==> src/rtl/fft_pkg.sv <==
// -----------------------------------------------------------------------------
// fft_pkg
// Shared definitions for the FFT address sequencer and the address generator
// it drives.
//   - fft_state_e : sequencer state; each value equals the addr_mode encoding,
//                   so the mode output is the state register itself.
//   - MODE_*      : input_mode encodings understood by the address generator.
//   - DEF_*       : default transform geometry (256 points, 8 stages).
//   - *_W         : fixed widths of the externally visible counters.
// -----------------------------------------------------------------------------
package fft_pkg;

  localparam int DEF_N_STAGES = 8;
  localparam int DEF_N_ITER   = 32;
  localparam int DEF_GROUP    = 8;

  localparam int SAMPLE_W = 4;
  localparam int ITER_W   = 5;
  localparam int STAGE_W  = 4;

  localparam logic [1:0] MODE_IDLE    = 2'b00;
  localparam logic [1:0] MODE_LOAD    = 2'b01;
  localparam logic [1:0] MODE_COMPUTE = 2'b10;
  localparam logic [1:0] MODE_UNLOAD  = 2'b11;

  typedef enum logic [1:0] {
    ST_IDLE    = MODE_IDLE,
    ST_LOAD    = MODE_LOAD,
    ST_COMPUTE = MODE_COMPUTE,
    ST_UNLOAD  = MODE_UNLOAD
  } fft_state_e;

  // The state encoding doubles as the address generator mode.
  function automatic logic [1:0] state_to_mode(input fft_state_e s);
    return s;
  endfunction

endpackage

==> src/rtl/fft_group_counter.sv <==
// -----------------------------------------------------------------------------
// fft_group_counter
// Two-level counter used for the load and unload passes: a sample index that
// runs 0..GROUP-1 and an iteration index that advances each time the sample
// index wraps, itself wrapping after N_ITER-1.
// Ports:
//   clk          in   system clock
//   nrst         in   asynchronous active-low reset
//   clr_i        in   synchronous clear (has priority over adv_i)
//   adv_i        in   advance by one sample
//   idx_o        out  registered sample index
//   iter_next_o  out  next-state value of the iteration index (lets the parent
//                     register a shared iteration output without extra delay)
//   last_o       out  current position is the final sample of the final group
// -----------------------------------------------------------------------------
module fft_group_counter
  import fft_pkg::*;
#(
  parameter int GROUP  = DEF_GROUP,
  parameter int N_ITER = DEF_N_ITER
) (
  input  logic                clk,
  input  logic                nrst,
  input  logic                clr_i,
  input  logic                adv_i,
  output logic [SAMPLE_W-1:0] idx_o,
  output logic [ITER_W-1:0]   iter_next_o,
  output logic                last_o
);

  localparam logic [SAMPLE_W-1:0] IDX_LAST  = SAMPLE_W'(GROUP - 1);
  localparam logic [ITER_W-1:0]   ITER_LAST = ITER_W'(N_ITER - 1);

  logic [SAMPLE_W-1:0] idx_q, idx_d;
  logic [ITER_W-1:0]   iter_q, iter_d;

  always_comb begin
    idx_d  = idx_q;
    iter_d = iter_q;
    if (clr_i) begin
      idx_d  = '0;
      iter_d = '0;
    end else if (adv_i) begin
      if (idx_q == IDX_LAST) begin
        idx_d  = '0;
        iter_d = (iter_q == ITER_LAST) ? '0 : iter_q + ITER_W'(1);
      end else begin
        idx_d = idx_q + SAMPLE_W'(1);
      end
    end
  end

  always_ff @(posedge clk or negedge nrst) begin
    if (!nrst) begin
      idx_q  <= '0;
      iter_q <= '0;
    end else begin
      idx_q  <= idx_d;
      iter_q <= iter_d;
    end
  end

  assign idx_o       = idx_q;
  assign iter_next_o = iter_d;
  assign last_o      = (idx_q == IDX_LAST) && (iter_q == ITER_LAST);

endmodule

==> src/rtl/fft_addr_sequencer.sv <==
// -----------------------------------------------------------------------------
// fft_addr_sequencer
// Control FSM for an in-place FFT: IDLE -> LOAD -> COMPUTE -> UNLOAD -> IDLE.
// Tracks the sample/iteration/stage position the address generator needs and
// publishes it as registered outputs.
// Optional feature: define FFT_SEQ_ERR_EN to add the sticky seq_err output.
// Ports:
//   clk                in   system clock
//   nrst               in   asynchronous active-low reset
//   start              in   begin a transform (accepted only in IDLE)
//   abort              in   synchronous return to IDLE from any state
//   sample_valid       in   LOAD advance
//   bfly_done          in   COMPUTE advance
//   out_ready          in   UNLOAD advance
//   addr_mode          out  00 idle, 01 load, 10 compute, 11 unload
//   samples_in_count   out  sample index within current load group
//   samples_out_count  out  sample index within current unload group
//   iteration_count    out  current iteration
//   stage_count        out  current compute stage
//   busy               out  not IDLE
//   done               out  one-cycle pulse after the final unload handshake
//   seq_err            out  (FFT_SEQ_ERR_EN only) sticky protocol violation
// -----------------------------------------------------------------------------
module fft_addr_sequencer
  import fft_pkg::*;
#(
  parameter int N_STAGES = DEF_N_STAGES,
  parameter int N_ITER   = DEF_N_ITER,
  parameter int GROUP    = DEF_GROUP
) (
  input  logic                clk,
  input  logic                nrst,
  input  logic                start,
  input  logic                abort,
  input  logic                sample_valid,
  input  logic                bfly_done,
  input  logic                out_ready,
  output logic [1:0]          addr_mode,
  output logic [SAMPLE_W-1:0] samples_in_count,
  output logic [SAMPLE_W-1:0] samples_out_count,
  output logic [ITER_W-1:0]   iteration_count,
  output logic [STAGE_W-1:0]  stage_count,
  output logic                busy,
  output logic                done
`ifdef FFT_SEQ_ERR_EN
  ,
  output logic                seq_err
`endif
);

  // Counter widths are fixed by the interface; refuse geometries that overflow.
  if (N_ITER < 1 || N_ITER > 32) begin : g_chk_iter
    $error("fft_addr_sequencer: N_ITER must be in 1..32");
  end
  if (GROUP < 1 || GROUP > 16) begin : g_chk_group
    $error("fft_addr_sequencer: GROUP must be in 1..16");
  end
  if (N_STAGES < 1 || N_STAGES > 16) begin : g_chk_stages
    $error("fft_addr_sequencer: N_STAGES must be in 1..16");
  end

  localparam logic [ITER_W-1:0]  ITER_LAST  = ITER_W'(N_ITER - 1);
  localparam logic [STAGE_W-1:0] STAGE_LAST = STAGE_W'(N_STAGES - 1);

  fft_state_e state_q, state_d;

  logic [ITER_W-1:0]  comp_iter_q, comp_iter_d;
  logic [STAGE_W-1:0] stage_q, stage_d;
  logic [ITER_W-1:0]  iter_cnt_q, iter_cnt_d;
  logic               busy_q, done_q, done_d;

  logic               load_clr, load_adv, load_last;
  logic               unl_clr, unl_adv, unl_last;
  logic [ITER_W-1:0]  load_iter_next, unl_iter_next;

  // ---------------------------------------------------------------------------
  // Load and unload position counters
  // ---------------------------------------------------------------------------
  fft_group_counter #(
    .GROUP  (GROUP),
    .N_ITER (N_ITER)
  ) u_load_cnt (
    .clk         (clk),
    .nrst        (nrst),
    .clr_i       (load_clr),
    .adv_i       (load_adv),
    .idx_o       (samples_in_count),
    .iter_next_o (load_iter_next),
    .last_o      (load_last)
  );

  fft_group_counter #(
    .GROUP  (GROUP),
    .N_ITER (N_ITER)
  ) u_unload_cnt (
    .clk         (clk),
    .nrst        (nrst),
    .clr_i       (unl_clr),
    .adv_i       (unl_adv),
    .idx_o       (samples_out_count),
    .iter_next_o (unl_iter_next),
    .last_o      (unl_last)
  );

  // ---------------------------------------------------------------------------
  // Next-state logic
  // ---------------------------------------------------------------------------
  always_comb begin
    state_d     = state_q;
    done_d      = 1'b0;
    comp_iter_d = comp_iter_q;
    stage_d     = stage_q;
    load_adv    = 1'b0;
    unl_adv     = 1'b0;

    if (abort) begin
      state_d = ST_IDLE;
    end else begin
      case (state_q)
        ST_IDLE: begin
          if (start) begin
            state_d = ST_LOAD;
          end
        end
        ST_LOAD: begin
          if (sample_valid) begin
            load_adv = 1'b1;
            if (load_last) begin
              state_d = ST_COMPUTE;
            end
          end
        end
        ST_COMPUTE: begin
          if (bfly_done) begin
            if (comp_iter_q == ITER_LAST) begin
              comp_iter_d = '0;
              if (stage_q == STAGE_LAST) begin
                state_d = ST_UNLOAD;
              end else begin
                stage_d = stage_q + STAGE_W'(1);
              end
            end else begin
              comp_iter_d = comp_iter_q + ITER_W'(1);
            end
          end
        end
        ST_UNLOAD: begin
          if (out_ready) begin
            unl_adv = 1'b1;
            if (unl_last) begin
              state_d = ST_IDLE;
              done_d  = 1'b1;
            end
          end
        end
        default: begin
          state_d = ST_IDLE;
        end
      endcase
    end

    // Each counter group only holds a value while its own state is active;
    // leaving the state (normally or by abort) returns it to zero.
    if (state_d != ST_COMPUTE) begin
      comp_iter_d = '0;
      stage_d     = '0;
    end
  end

  assign load_clr = (state_d != ST_LOAD);
  assign unl_clr  = (state_d != ST_UNLOAD);

  // Inactive counters are forced to zero, so OR-ing the next values selects
  // the one belonging to the upcoming state.
  assign iter_cnt_d = load_iter_next | comp_iter_d | unl_iter_next;

  always_ff @(posedge clk or negedge nrst) begin
    if (!nrst) begin
      state_q     <= ST_IDLE;
      comp_iter_q <= '0;
      stage_q     <= '0;
      iter_cnt_q  <= '0;
      busy_q      <= 1'b0;
      done_q      <= 1'b0;
    end else begin
      state_q     <= state_d;
      comp_iter_q <= comp_iter_d;
      stage_q     <= stage_d;
      iter_cnt_q  <= iter_cnt_d;
      busy_q      <= (state_d != ST_IDLE);
      done_q      <= done_d;
    end
  end

  assign addr_mode       = state_to_mode(state_q);
  assign iteration_count = iter_cnt_q;
  assign stage_count     = stage_q;
  assign busy            = busy_q;
  assign done            = done_q;

`ifdef FFT_SEQ_ERR_EN
  // ---------------------------------------------------------------------------
  // Sticky protocol-violation flag. An accepted start clears history, but a
  // violation seen in that same cycle still registers.
  // ---------------------------------------------------------------------------
  logic seq_err_q, seq_err_d;
  logic seq_viol, start_accept;

  always_comb begin
    seq_viol     = (sample_valid && (state_q != ST_LOAD))   ||
                   (out_ready    && (state_q != ST_UNLOAD)) ||
                   (start        && (state_q != ST_IDLE));
    start_accept = start && !abort && (state_q == ST_IDLE);
    seq_err_d    = (start_accept ? 1'b0 : seq_err_q) | seq_viol;
  end

  always_ff @(posedge clk or negedge nrst) begin
    if (!nrst) begin
      seq_err_q <= 1'b0;
    end else begin
      seq_err_q <= seq_err_d;
    end
  end

  assign seq_err = seq_err_q;
`endif

endmodule
==> config.mk <==
export PLATFORM = sky130hd
export DESIGN_NAME = fft_addr_sequencer
export DESIGN_NICKNAME = d
export VERILOG_FILES = /design/src/rtl/fft_pkg.sv /design/src/rtl/fft_group_counter.sv /design/src/rtl/fft_addr_sequencer.sv
export SDC_FILE = /design/constraint.sdc
export NUM_CORES = 1
export LEC_CHECK = 0
export BUFFER_PORTS_ARGS = -buffer_cell sky130_fd_sc_hd__buf_2
export CORE_ASPECT_RATIO = 1.5
export CORE_MARGIN = 4
export CORE_UTILIZATION = 29
export CTS_CLUSTER_SIZE = 25
export DETAILED_ROUTE_END_ITERATION = 6
export PLACE_DENSITY = 0.45
export SKIP_CTS_REPAIR_TIMING = 1
export SLEW_MARGIN = 10
export SYNTH_ARGS = -nofsm -noshare
export SYNTH_HDL_FRONTEND = slang
export SYNTH_SLANG_ARGS = --single-unit
==> constraint.sdc <==
create_clock -name clk -period 2.62 [get_ports clk]
set_input_delay 0.262 -clock clk [delete_from_list [all_inputs] [get_ports clk]]
set_output_delay 0.262 -clock clk [all_outputs]
set_load 0.02 [all_outputs]
==> results of run 1 <==
layout by cell type, fill, tap and decap left out, types with 2 or more instances in the layout:
master,synthesis,routed
xor2_1,3,3
clkinv_2,0,2
o21ai_0,7,7
or3_1,2,2
o31ai_1,3,3
buf_2,2,27
a21oi_1,11,11
clkbuf_8,0,6
and3_1,4,4
inv_1,7,7
nand4bb_1,2,2
mux2i_1,7,7
a2bb2oi_1,2,2
nand3b_1,4,4
nand3_1,8,8
dfrtp_1,36,36
ha_1,9,9
nand4_1,3,3
nand2_1,13,13
nor2_1,22,22
o22ai_1,3,3
and4b_1,2,2
nand2b_1,4,4
a31oi_1,2,2
nor2b_1,5,5
nor3_1,7,7
mux2_2,3,3
per-stage QoR:
stage	std cells	power, mW
2_1_floorplan	192	0.589
3_3_place_gp	291	0.616
3_5_place_dp	291	0.615
4_1_cts	299	1.03
5_1_grt	299	1.05
6_report	299	1.01
final timing paths:
check | cells past startpoint | startpoint | end | slack, ps
worst max-delay path | 7 | comp_iter_q[0] | iteration_count[0] | 330
worst min-delay path | 1 | nrst | u_unload_cnt.idx_o[2] | 70
worst max register to register | 7 | comp_iter_q[0] | iteration_count[0] | 330
worst min register to register | 2 | u_load_cnt.idx_o[3] | u_load_cnt.idx_o[3] | 550
max in group asynchronous | 1 | nrst | iteration_count[2] | 2050
min in group clk | 3 | sample_valid | addr_mode[1] | 460
kinds of logic after synthesis:
family                   synth area share, %
AO/OA/AOI/OAI                           12.3
XOR/XNOR                                1.82
adder cells (fa/ha/maj)                 5.86
buffers and inverters                   2.48
flip-flops                              46.9
multiplexers                            5.41
AND/OR/NAND/NOR                         25.2
per-layer routing:
layer  track usage [%]  share of wire (%)  wire length [µm]  vias to the layer above
met5                 0                  0                 0                        -
met4              5.47                2.6               121                        0
met2              21.0                 52              2360                       28
li1                  -                  -                 -                      761
met3              2.52                3.6               166                       10
met1              14.5                 42              1930                      747
final cells by class:
cell class                      count  area, µm²
Inverter                            7       26.3
Tap cell                           76       95.1
Fill cell                         695       4260
Clock buffer                        6       82.6
Sequential cell                    36        901
Multi-Input combinational cell    145        972
Clock inverter                      2       10.0
Timing Repair Buffer               27        135
where the power goes:
| group | switching (mW) | internal [mW] | total, mW |
|---|---|---|---|
| Clock | 0.196 | 0.210 | 0.406 |
| Sequential | 0.00434 | 0.558 | 0.562 |
| Combinational | 0.0291 | 0.0107 | 0.0398 |
flip-flops by register name (all words and copies together), names as in the netlist, 2 cells and up:
name                 flops
addr_mode                2
u_unload_cnt.iter_q      5
iteration_count          5
u_load_cnt.idx_o         4
u_unload_cnt.idx_o       4
u_load_cnt.iter_q        5
comp_iter_q              5
stage_count              4
worst max-delay path: cells and delay by family, from the launching register on:
family / cells / cell delay, ps
AND/OR/NAND/NOR: 3 / 980
flip-flops: 1 / 410
adder cells (fa/ha/maj): 2 / 450
AO/OA/AOI/OAI: 2 / 370
==> results.yml, run 1 <==
drt:
  first_iter_violations: 65
  via_per_inst: 5.17
  drt_first_pass_iters: 4
  ant_nets: 0
  vias: 1546
  drcViolationCount: 0
  post_drt_wl_per_cell_um: 15.3
  totalWireLength_um: 4570
place:
  dpl.hpwl_um: 3450
  placed_area_um2: 2130
  port_buffers: 27
  place_ws_ps: 303
  gp_congestion: 0.744
setup_path:
  slowest_delay_ps: 540
  crit_chain: "ha_1 > and3_1 > ha_1 > and4b_1 > a32o_2 > or4_4 > o211ai_2"
  worst_ep_arrival_time_ps: 2500
  cp_slowest_cell: "or4_4"
  start_kind: "flip-flop"
  crit_type: "reg2reg"
  crit_fanout: 8
  endpoint_kind: "flip-flop"
  critical_path_required_ps: 2830
  path_common_cell: "ha_1"
synth:
  synth_area_leaders: "dfrtp_1 (47%), ha_1 (5.9%), nor2_1 (4.3%), mux2i_1 (3.6%), a21oi_1 (2.9%)"
  synth_cell_type_count: 46
  yosys-top-cells-count: "dfrtp_1 (36), nor2_1 (22), nand2_1 (13)"
  yosysTopAreaCellShare_pct: 46.9
  syn_inst: 192
  yosys_warnings: 0
  synth-seq-area-share_pct: 46.9
  synth.net_count: 208
  syn-mean-instance-area_um2: 10.0
  synth-edff-count: 0
  synth_area_um2: 1920
  synth_area_leader_cell: "dfrtp_1"
  synth-seq-cells: 36
  synth_most_common_cell: "dfrtp_1"
  async_flop_share_pct: 100
  synth_flop_cell: "dfrtp_1"
timing:
  layout_setup_ws_ps: 326
  finalSetupViolCount: 0
  slew_headroom_pct: 46.2
  setup_tns_ps: 0
  hold_viol: 0
  fin_skew_ps: 7.09
  period_minus_slack_ps: 2290
  clock.fmax_mhz: 436
  slew_violations: 0
  tightest_slew_ps: 807
  min_period_over_period_pct: 87.5
  hold_ws_ps: 66.7
  rsz0062_at_grt: "false"
run_status:
  status: "finished, final reports clean"
die:
  core_um2: 6490
  initial_core_util_pct: 29.6
  die_w_um: 74.4
  rows: 36
  die_y_um: 108
  die_area_um2: 8020
  io_pins: 28
cells_and_area:
  fin_util_pct: 34.3
  final_layout_size_suffix_gt1_share_pct: 20.2
  post-route-cell-area_um2: 2220
  num_antenna_cells: 0
  syn_to_final_growth_pct: 15.7
  nets: 238
cts:
  cts_root_buf: "clkbuf_8"
  numClockSinks: 36
  cts_tree: "built"
  clk_latency_ps: 280
  path_clk_slew_ps: 70
  cts.path.max_buffers: 2
  numCtsBuffers: 5
  htree_levels: 2
global_routing:
  gr-total-overflow: 0
  grt_first_pass_wirelength_um: 7480
  grt_max_degree: 37
  grtUsageTotal_pct: 12.3
  grt_pass1_vias: 1555
  antenna_found_initial: 0
run:
  drv_cap: 0
power:
  p_per_area_nw_per_um2: 454
  vdd_ir_drop_max_v: 0.000177
  p_leak_nw: 1.10
min_path:
  timing.hold.worst.class: "in2async"
(Power assumes the default switching activity.)
==> inputs of run 2 (changes only) <==
ABC_AREA = 1   (was default)
CORE_UTILIZATION = 40   (was 29)
PLACE_DENSITY = 0.58   (was 0.45)
==> run 2 against run 1 <==
Non-clock buffer count did not move. Global-route usage rose by 3.3 points. Synthesized cell count rose by 32%. Clock power rose by 21%. Wire length fell by 3.4%. Critical endpoint is now iteration_count[1].
==> results.yml, run 2 <==
drt:
  drt_first_pass_iters: 4
  via_per_inst: 4.86
  ant_nets: 0
  vias: 1717
  first_iter_violations: 45
  post_drt_wl_per_cell_um: 12.5
  totalWireLength_um: 4420
  drcViolationCount: 0
global_routing:
  grt_first_pass_wirelength_um: 7550
  gr-total-overflow: 0
  grt_pass1_vias: 1681
  antenna_found_initial: 0
  grt_max_degree: 37
  grtUsageTotal_pct: 15.6
synth:
  synth_most_common_cell: "nand2_1"
  synth_area_um2: 2040
  synth.net_count: 269
  synth_area_leader_cell: "dfrtp_1"
  synth-edff-count: 0
  synth-seq-cells: 36
  yosys-top-cells-count: "nand2_1 (51), inv_1 (44), dfrtp_1 (36)"
  synth_cell_type_count: 25
  syn_inst: 253
  synth-seq-area-share_pct: 44.1
  syn-mean-instance-area_um2: 8.07
  synth_flop_cell: "dfrtp_1"
  yosysTopAreaCellShare_pct: 44.1
  synth_area_leaders: "dfrtp_1 (44%), nand2_1 (9.4%), inv_1 (8.1%), nand3_1 (6.6%), ha_1 (5.5%)"
  async_flop_share_pct: 100
  yosys_warnings: 0
cells_and_area:
  layout_common_cells: "nand2_1 (51), inv_1 (44), dfrtp_1 (36)"
  final_layout_size_suffix_gt1_share_pct: 18.5
  layout.cells.most_common: "nand2_1"
  regArea_um2: 901
  num_antenna_cells: 0
  syn_to_final_growth_pct: 15.6
  fill_cells: 494
  nets: 302
  multi_input_area_um2: 952
  fin_util_pct: 48.3
die:
  initial_core_util_pct: 41.8
  rows: 31
  core_um2: 4890
  die_y_um: 95.5
  io_pins: 28
  die_w_um: 66.3
  die_area_um2: 6330
power:
  p_clk_share_pct: 39.9
  p_leak_nw: 1.33
  swShare_pct: 27.8
  internal-power_mw: 0.887
  comb_power_share_pct: 13.4
  switching_power_mw: 0.342
  power_frac_seq_pct: 46.8
  p_per_area_nw_per_um2: 521
  vdd_ir_drop_max_v: 0.000307
timing:
  min_period_over_period_pct: 82.0
  rsz0062_at_grt: "false"
  slew_headroom_pct: 47.1
  hold_viol: 0
  fin_skew_ps: 7.48
  finalSetupViolCount: 0
  setup_tns_ps: 0
  period_minus_slack_ps: 2150
  tightest_slew_ps: 793
  slew_violations: 0
  clock.fmax_mhz: 466
run:
  drv_cap: 0
cts:
  cts_root_buf: "clkbuf_8"
  path_clk_slew_ps: 80
  numCtsBuffers: 5
  htree_levels: 2
  cts.path.max_buffers: 2
  clk_latency_ps: 290
  numClockSinks: 36
  cts_tree: "built"
setup_path:
  crit_type: "reg2reg"
  critical_path_required_ps: 2780
  start_kind: "flip-flop"
  crit_fanout: 8
  worst_ep_arrival_time_ps: 2310
  endpoint_kind: "flip-flop"
place:
  dpl.hpwl_um: 3460
  port_buffers: 27
  gp_congestion: 0.872
run_status:
  status: "finished, final reports clean"
min_path:
  timing.hold.worst.class: "in2async"
## run 2: cell count changes in the layout (fill, tap and decap cells not counted), sizes merged, moves of 5 or more
cell / before / now
nor2: 22 / 28
mux2i: 7 / 0
nand2: 13 / 57
inv: 7 / 47
nor2b: 5 / 0
nand3: 8 / 29
nand4: 4 / 14
## run 2: layer usage
metal	vias to the layer above	track usage, %	share of wire, %	wire length (µm)
met2	40	28.6	53	2340
li1	882	-	-	-
met1	789	17.1	40	1760
met3	6	4.01	5.7	251
met4	0	5.08	1.6	70
met5	-	0	0	0
## run 2: worst paths after layout
kind / from / end / cells after the start / slack, ps
max in group asynchronous: nrst / comp_iter_q[4] / 1 / 2070
worst max-delay path: comp_iter_q[0] / iteration_count[1] / 12 / 470
min in group clk: sample_valid / u_load_cnt.idx_o[1] / 5 / 400
worst min register to register: stage_count[3] / stage_count[3] / 2 / 560
worst min-delay path: nrst / stage_count[3] / 1 / 50
worst max register to register: comp_iter_q[0] / iteration_count[1] / 12 / 470
## run 2: critical path: stages, from the launching register on
cell     delay, ps
dfrtp_1        390
ha_1           220
nand2_1        100
nor2_1          50
ha_1           210
nand4_1        110
nor2_1          60
nor2_1         180
nand3_4        150
nand2_2        180
inv_2          110
nand3_1        140
nand3_1        110
## run 2: cell families after synthesis
| logic type | Yosys count | synth area share (%) |
|---|---|---|
| xor gates and xnor gates | 4 | 1.72 |
| and+or+nand+nor | 135 | 33.9 |
| AOI/OAI and AO/OA | 21 | 5.52 |
| DFF | 36 | 44.1 |
| adders and majority gates | 9 | 5.52 |
| buffers and inverters | 48 | 9.20 |
## run 2: stage by stage
| step | hold slack, ps | instances | instance area (µm²) | total power [mW] | worst slack, ps |
|---|---|---|---|---|---|
| final | 51.5 | 353 | 2360 | 1.23 | 472 |
| after global routing | 121 | 353 | 2360 | 1.29 | 303 |
| after CTS | 78.4 | 353 | 2360 | 1.24 | 442 |
| after detailed placement | 395 | 345 | 2250 | 0.753 | 465 |
| after global placement | 388 | 345 | 2250 | 0.751 | 501 |
| after floorplan | -33.6 | 253 | 2040 | 0.704 | 852 |
## run 2: cell type report
class	instances	area share [%]
Multi-Input combinational cell	169	40.4
Sequential cell	36	38.2
Inverter	47	7.48
Timing Repair Buffer	27	5.73
Tap cell	66	3.50
Clock buffer	5	2.92
Clock inverter	3	1.80
## run 2: power by group through the flow
stage	clock [mW]	sequential (mW)	combinational [mW]
after floorplan	0	0.598	0.106
after global placement	0	0.586	0.165
after detailed placement	0	0.586	0.167
after CTS	0.498	0.575	0.167
after global routing	0.526	0.577	0.185
final	0.490	0.575	0.164
